$ cat config.mk
export PLATFORM = sky130hd
export DESIGN_NAME = lpc_frame_scheduler
export DESIGN_NICKNAME = d
export VERILOG_FILES = /design/src/rtl/lpc_frame_scheduler.sv
export SDC_FILE = /design/constraint.sdc
export NUM_CORES = 1
export LEC_CHECK = 0
export ABC_AREA = 1
export BUFFER_PORTS_ARGS = -buffer_cell sky130_fd_sc_hd__buf_2
export CORE_ASPECT_RATIO = 1.25
export CORE_MARGIN = 10
export CORE_UTILIZATION = 62
export DETAILED_ROUTE_END_ITERATION = 16
export PLACE_DENSITY = 0.82
export SYNTH_ARGS = -nofsm -noshare
export SYNTH_HDL_FRONTEND = slang
export SYNTH_SLANG_ARGS = --single-unit
$ cat constraint.sdc
create_clock -name clk -period 67.8 [get_ports clk]
set_clock_uncertainty 0.2 [all_clocks]
set_input_delay 20.34 -clock clk [delete_from_list [all_inputs] [get_ports clk]]
set_output_delay 20.34 -clock clk [all_outputs]
set_load 0.005 [all_outputs]
$ cat src/rtl/lpc_frame_scheduler.sv
`default_nettype none
// ============================================================================
//  Module   : lpc_frame_scheduler
//  Purpose  : Frame-level sequencer for the LPC analysis front end. Ping-pongs
//             two FRAME_LEN-sample banks between the sample stream and the
//             autocorrelation datapath, launches one autocorrelation run per
//             filled bank, captures R[0..NLAGS-1] and holds them behind a
//             valid/ready handshake for the Levinson-Durbin stage.
//  Ports    : clk, reset            - clock, async active-high reset
//             s_valid/s_ready/s_data - sample stream in
//             wen/wbank/waddr/wdata  - frame RAM write port
//             rbank                  - bank read by autocorrelation datapath
//             ac_reset/ac_ready      - run start pulse / run complete
//             ac_wsel/ac_y           - one-hot lag select / lag value
//             r_valid/r_ready        - result set handshake
//             r_sel/r_data           - result read mux (0 beyond last lag)
//             err                    - sticky: a run ended with lags missing
//  Revision : 1.0 - initial release
// ============================================================================
module lpc_frame_scheduler #(
  parameter int NLAGS     = 11,
  parameter int FRAME_LEN = 256
) (
  input  logic             clk,
  input  logic             reset,
  input  logic             s_valid,
  output logic             s_ready,
  input  logic [15:0]      s_data,
  output logic             wen,
  output logic             wbank,
  output logic [7:0]       waddr,
  output logic [15:0]      wdata,
  output logic             rbank,
  output logic             ac_reset,
  input  logic             ac_ready,
  input  logic [NLAGS-1:0] ac_wsel,
  input  logic [31:0]      ac_y,
  output logic             r_valid,
  input  logic             r_ready,
  input  logic [3:0]       r_sel,
  output logic [31:0]      r_data,
  output logic             err
);

  localparam logic [7:0] LAST_ADDR = 8'(FRAME_LEN - 1);
  localparam logic [3:0] LAST_LAG  = 4'(NLAGS - 1);

  typedef enum logic [1:0] {
    IDLE = 2'd0,
    RUN  = 2'd1,
    HOLD = 2'd2
  } state_t;

  state_t           state;
  state_t           state_n;
  logic             start_run;
  logic             finish_run;
  logic             result_taken;
  logic [1:0]       full;
  logic [1:0]       full_n;
  logic             wrap;
  logic [NLAGS-1:0] mask;
  logic [1:0]       run_cnt;
  logic [31:0]      res [NLAGS];

  // Writer side: combinational handshake, gated off while reset is held.
  assign s_ready = !full[wbank] && !reset;
  assign wen     = s_valid && s_ready;
  assign wdata   = s_data;
  assign wrap    = wen && (waddr == LAST_ADDR);

  // Next-state and control decode.
  always_comb begin
    state_n      = state;
    start_run    = 1'b0;
    finish_run   = 1'b0;
    result_taken = 1'b0;
    case (state)
      IDLE: begin
        if (full[rbank]) begin
          start_run = 1'b1;
          state_n   = RUN;
        end
      end
      RUN: begin
        // run_cnt saturates at 2: ac_ready left over from a previous run is
        // ignored during the first two cycles of a new run.
        if (ac_ready && (run_cnt == 2'd2)) begin
          finish_run = 1'b1;
          state_n    = HOLD;
        end
      end
      HOLD: begin
        if (r_valid && r_ready) begin
          result_taken = 1'b1;
          state_n      = IDLE;
        end
      end
      default: state_n = IDLE;
    endcase
  end

  // Set (writer) and clear (scheduler) never hit the same bank in one cycle:
  // the writer only targets a non-full bank, the scheduler only frees a full one.
  always_comb begin
    full_n = full;
    if (finish_run) full_n[rbank] = 1'b0;
    if (wrap)       full_n[wbank] = 1'b1;
  end

  always_ff @(posedge clk or posedge reset) begin
    if (reset) state <= IDLE;
    else       state <= state_n;
  end

  always_ff @(posedge clk or posedge reset) begin
    if (reset) begin
      full     <= 2'b00;
      wbank    <= 1'b0;
      waddr    <= 8'd0;
      rbank    <= 1'b0;
      ac_reset <= 1'b1;
      r_valid  <= 1'b0;
      err      <= 1'b0;
      mask     <= '0;
      run_cnt  <= 2'd0;
      for (int i = 0; i < NLAGS; i++) res[i] <= 32'd0;
    end else begin
      ac_reset <= start_run;
      full     <= full_n;

      if (wen) begin
        waddr <= waddr + 8'd1;
        if (wrap) wbank <= ~wbank;
      end

      if (start_run) begin
        mask    <= '0;
        run_cnt <= 2'd0;
      end else if (state == RUN) begin
        mask <= mask | ac_wsel;
        if (run_cnt != 2'd2) run_cnt <= run_cnt + 2'd1;
      end

      // Several select bits in one cycle all load the same ac_y.
      for (int i = 0; i < NLAGS; i++) begin
        if ((state == RUN) && ac_wsel[i]) res[i] <= ac_y;
      end

      if (finish_run) begin
        rbank   <= ~rbank;
        r_valid <= 1'b1;
        err     <= err | (mask != {NLAGS{1'b1}});
      end else if (result_taken) begin
        r_valid <= 1'b0;
      end
    end
  end

  always_comb begin
    r_data = 32'd0;
    if (r_sel <= LAST_LAG) r_data = res[r_sel];
  end

endmodule
`default_nettype wire
* Yosys cells after proc, flatten, opt, wreduce, memory -nomap -nowiden
Cells that the tools add are included.
Storage, ports and cells: word-level logic and storage cells 104, flip-flop bits (word level) 382
Operators by class: bitwise operators 8, equality and inequality tests 9, $lt $le $gt $ge 6, add/subtract/negate cells 2, mux-type cells 31, reductions and logical operators 27
Operators by type and width (number):
- binary-select mux 32 bit (select 4 bit) | 1
- 2-to-1 mux 32 bit | 3
- 2-to-1 mux 11 bit | 2
- logical AND 1 bit | 18
- 2-to-1 mux 2 bit | 8
- 2-to-1 mux 1 bit | 14
- inequality test 11 bit (second input constant) | 1
- OR 11 bit | 1
- adder 8 x 1 -> 8 bit (second input constant) | 1
- equality test 8 bit (second input constant) | 1
- inequality test 2 bit (second input constant) | 4
- case mux 2 bit (3 select lines) | 1
- nonzero test 2 bit | 3
- >= comparator 5 bit (second input constant) | 1
- NOT 4 -> 5 bit | 1
- equality test 2 bit (second input constant) | 2
- <= comparator 4 bit (second input constant) | 1
- < comparator 1 x 2 -> 1 bit (second input constant) | 2
- AND reduction 2 bit | 2
- AND reduction 3 bit | 1
- adder 2 x 1 -> 2 bit (second input constant) | 1
- AND 2 bit | 1
- demux 1 bit (select 1 bit) | 2
- equality test 2 x 1 -> 1 bit (second input constant) | 1
- 7 further kinds | 10

* Logic depth before layout (Yosys ltp)
depth in word-level cells 9, depth in mapped cells 10

* Worst setup path after synthesis
Ideal clock, no wire load.
path type input port to output port, start point input port reset, end point output port wen, path slack 17318 ps, arrival time 29942 ps, buffers on the path 0, stages on the path 3, cell sequence inv_1 > nand4_2 > inv_1
Between the ends: word-level cells in the longest chain between the ends 3
Ends and longest elaborated chain:
- start: declaration | RTL line 25 | input logic reset,
- zero test 1 bit (no source line)
- logical AND 1 bit | RTL line 67 | assign s_ready = !full[wbank] && !reset;
- logical AND 1 bit | RTL line 68 | assign wen = s_valid && s_ready;
- end: declaration | RTL line 29 | output logic wen,
Every way passes these cells.

* Worst setup path after layout
start point input port r_sel[0], end point output port r_data[14]
Between the ends: word-level cells in the longest chain between the ends 5, elaborated cells on any way between the ends 6, classes of those cells 1 x order compare; 4 x mux; 1 x bitwise
Ends and longest elaborated chain:
- start: declaration | RTL line 40 | input logic [3:0] r_sel,
- NOT 4 -> 5 bit (implied by the code) | RTL line 162 | if (r_sel <= LAST_LAG) r_data = res[r_sel];
- binary-select mux 32 bit (select 4 bit) | RTL line 162
- 2-to-1 mux 32 bit (implied by the code) (2 in series) | RTL line 162
- 2-to-1 mux 32 bit (*) | RTL line 162
- end: declaration | RTL line 41 | output logic [31:0] r_data,
Every way passes the cells marked *; elsewhere a longest branch is shown, timed or not. The select of a mux whose other input is x is not followed.

==> summary by stage <==
Pwr
The standby leakage power is approximately 10 nW. The clock network accounts for 25.9% of the total power. The switching power is 0.306 mW. The total power of the final layout is 0.855 mW. Combinational logic burns 29.3% of the power. The worst-case IR drop observed on VDD is 0.0000266 V. The internal portion of the total power is 0.549 mW. Net switching is 35.8% of the power.

The total power divided by cell area is about 44 nW/µm². The sequential group share of total power is 44.9%.

Place
At the placement stage, the worst setup path has a slack of 24.68 ns. Input and output buffers added on the ports amount to 98. The number of placed instances, taps included, is 2,588.

Routability-driven placement finished with a final weighted congestion of 0.840. The placed cell area is 18,200 µm². Once detailed placement completed, the half-perimeter wirelength came to 28,600 µm.

Die
The vertical extent of the die is 209 µm. The effective utilization at floorplan is between 60 and 70%. The total area inside the core boundary comes to 28,400 µm². The number of top-level pins is 131.

The die covers 35,900 µm². The placement row count is 69. The die boundary width is 172 µm.

Timing
The ratio of final minimum period to clock period is about 64%. Setup violations remaining at the end of the flow were counted as 0. The worst slew margin relative to its limit is 17.6%. The count of final hold-check violations is 0. The clock period could shrink to 43.19 ns.

Once routing completed, OpenROAD measured the worst setup slack at 24.61 ns. Static timing analysis puts the maximum clock frequency at 0.0232 GHz. On the final layout, the worst hold slack is 0.262 ns. After routing, the total negative slack on setup checks comes to 0 ns. The max-slew violation count came to 0. For the pin with the worst max-slew slack, the measured transition is 1.23 ns. Setup repair after global routing left no endpoint under its margin.

Clock tree
The sink count of the clock tree is 382. No sink is reached through more buffers than the 3 on the longest clock path. The setup fix buffers added after clock tree synthesis is 0. The number of clock buffers inserted by TritonCTS is 38. The post-CTS clock slew at the launch and capture registers of the worst setup and hold paths is 0.06 ns. The cts-stage hold buffer count is 0. Once the clock tree was built, the resizer swapped 0 gates to a different size. The clock insertion delay at the later pin of the skew report is 0.53 ns. The H-tree generated during clock tree synthesis spans 2 levels. TritonCTS built the clock tree. The buffer type at the clock tree root is sky130_fd_sc_hd__clkbuf_16.

Global routing
Global routing finished with a remaining overflow of 0. The via count of the first global-routing pass is between 10,000 and 15,000. The met2 layer usage reported by global route is 41.6%.

The number of antenna violations at the first check in global routing is 4. The routing usage on met1 is approximately two fifths. The first-pass GRT wire length is 79,200 µm. Global routing consumed, over all layers together, roughly 27% of the routing resources. The met3 track utilization from global routing is 6.33%. Entering global routing, the biggest net connects 97 pins. The most used routing layer in global routing is met2.

Routing
After detailed routing, the number of remaining DRC violations is 0. The first TritonRoute pass finished after 8 iterations. The remaining antenna violation count after routing is 0. The post-detailed-route wirelength per cell is 18.3 µm.

The routed design has between 40,000 and 50,000 µm of wire. The routed via count divided by cell count is a little under 6. Across all layers, the routed design uses 15,319 vias. After the first detailed-routing iteration, the DRC count stood at 1,740.

Synth
The cell count after synthesis is 2,269. The async set-reset flop share out of synthesis is between 90% and 100%. Dividing the synthesized area by the synthesized cell count gives 7.84 µm². The number of distinct library cells after synthesis is 25.

Counting every net in the synthesized netlist gives ~2,300. In the synthesized netlist, the cells that appear most often are sky130_fd_sc_hd__nand2_1 (748), sky130_fd_sc_hd__dfrtp_1 (381), sky130_fd_sc_hd__o21ai_0 (368), sky130_fd_sc_hd__inv_1 (236), sky130_fd_sc_hd__nand3_1 (138). The post-synthesis instance area is 17,800 µm². The fraction of synthesized cell area taken by the top area cell type is 53.6%. The library cell with the largest summed area after synthesis is sky130_fd_sc_hd__dfrtp_1. The synthesized design contains 0 enable-type register cells. In the post-synthesis netlist, the cell with the most instances is sky130_fd_sc_hd__nand2_1. In the post-synthesis netlist, the biggest area contributors are sky130_fd_sc_hd__dfrtp_1 (54%), sky130_fd_sc_hd__nand2_1 (16%), sky130_fd_sc_hd__o21ai_0 (10%). Sequential cells were found to cover between 50% and 60% of the synthesized design area. The warning count from the yosys run is 0. The most frequently used flop master after synthesis is sky130_fd_sc_hd__dfrtp_1. In this run, synthesis produced a sequential element count of 382.

Run status
The flow ran to the end, and the final reports show no timing, DRC or antenna violations.

Min path
The cell count of the worst hold path is 2. In this run the worst hold path is classified as register to register.

Worst setup path
The number of cells on the worst reg-to-reg path is 6. The worst endpoint required time is 47.26 ns. The maximum fanout along the worst path is 96. STA classifies the critical path startpoint as an input port. The critical path is of the input port to primary output type. The worst setup path is captured at a primary output.

The arrival time of the worst setup path is 22.65 ns.

Flow run
The tool flagged a number of max-cap violations equal to 0.

Final layout
The signed area change from the synthesized netlist to the final layout is 9.72%. Leaving out filler cells and counting taps, the final layout contains 2,657. The net count of the finished layout is 2,343. The fraction of final layout cells with drive strength greater than 1 is 8.92%.

The filler cell count in the final layout is ~2,200. The total non-filler cell area in the finished layout is roughly 20,000 µm². Measured on the finished design, the core utilization comes to 68.7%.
path summary, 6_finish.rpt:
path / from / end / slack, ns
hold / removal: err / err / 0.26
setup / recovery: r_sel[0] / r_data[14] / 24.61
min in group asynchronous: reset / res[166] / 19.71
setup reg to reg: state[1] / res[279] / 64.90
max in group asynchronous: reset / res[279] / 45.43
hold reg to reg: err / err / 0.26
sequential cells by signal, summed over array words and instances, names as in the netlist:
signal	flops
r_valid	1
state	2
full	2
run_cnt	2
res	352
err	1
rbank	1
mask	11
ac_reset	1
waddr	8
wbank	1
cell families (layout without fill, tap and decap cells):
logic type,count (synthesis),in the layout,synth area share (%)
buffers and inverters,398,428,9.24
AO/OA/AOI/OAI,480,480,13.9
adder cells (fa/ha/maj),2,2,0.141
other,0,3,0
AND/OR/NAND/NOR,1000,1000,22.6
flip-flops,382,382,53.7
XOR/XNOR,7,7,0.345
placed cells by master (no fill, tap or decap), types with 20 or more instances in the layout:
master and instances:
sky130_fd_sc_hd__nand2_1 748, sky130_fd_sc_hd__dfrtp_1 381, sky130_fd_sc_hd__o21ai_0 368, sky130_fd_sc_hd__inv_1 234, sky130_fd_sc_hd__nand3_1 138, sky130_fd_sc_hd__buf_2 97, sky130_fd_sc_hd__nor2_1 85, sky130_fd_sc_hd__o21ai_1 78
sky130_fd_sc_hd__clkbuf_16 39, sky130_fd_sc_hd__o211ai_1 29, sky130_fd_sc_hd__buf_4 20
worst max-delay path, stage by stage:
cell and delay [ns]:
sky130_fd_sc_hd__buf_6 0.50, sky130_fd_sc_hd__buf_4 0.87, sky130_fd_sc_hd__nand2_1 0.11, sky130_fd_sc_hd__o21ai_0 0.10, sky130_fd_sc_hd__nand2_1 0.07, sky130_fd_sc_hd__nand3_1 0.08
sky130_fd_sc_hd__nand3_1 0.22, sky130_fd_sc_hd__nand2_1 0.14, sky130_fd_sc_hd__buf_2 0.13
power by group through the flow:
stage,Clock [mW],Combinational (mW),Sequential (mW)
after global routing,0.232,0.289,0.394
after CTS,0.223,0.249,0.382
final,0.221,0.250,0.384
after floorplan,0,0.184,0.374
after detailed placement,0,0.246,0.384
after global placement,0,0.234,0.380
metal layers:
metal	wire length, µm	vias up
li1	-	7150
met1	20500	7296
met2	21900	792
met3	5470	75
met4	805	6
met5	36	-
final cells by class:
| type | instances | area [µm²] | share of cell area (%) |
|---|---|---|---|
| well taps | 355 | 444 | 2.27 |
| clock buffers | 56 | 1190 | 6.09 |
| flip-flops and latches | 382 | 9560 | 49.0 |
| inverters | 244 | 923 | 4.73 |
| repair buffers | 118 | 647 | 3.31 |
| multi-input cells | 1489 | 6620 | 33.9 |
| diodes | 3 | 7.51 | 0.0384 |
| clock inverters | 10 | 133 | 0.679 |
Power figures use the tool's default switching activity.
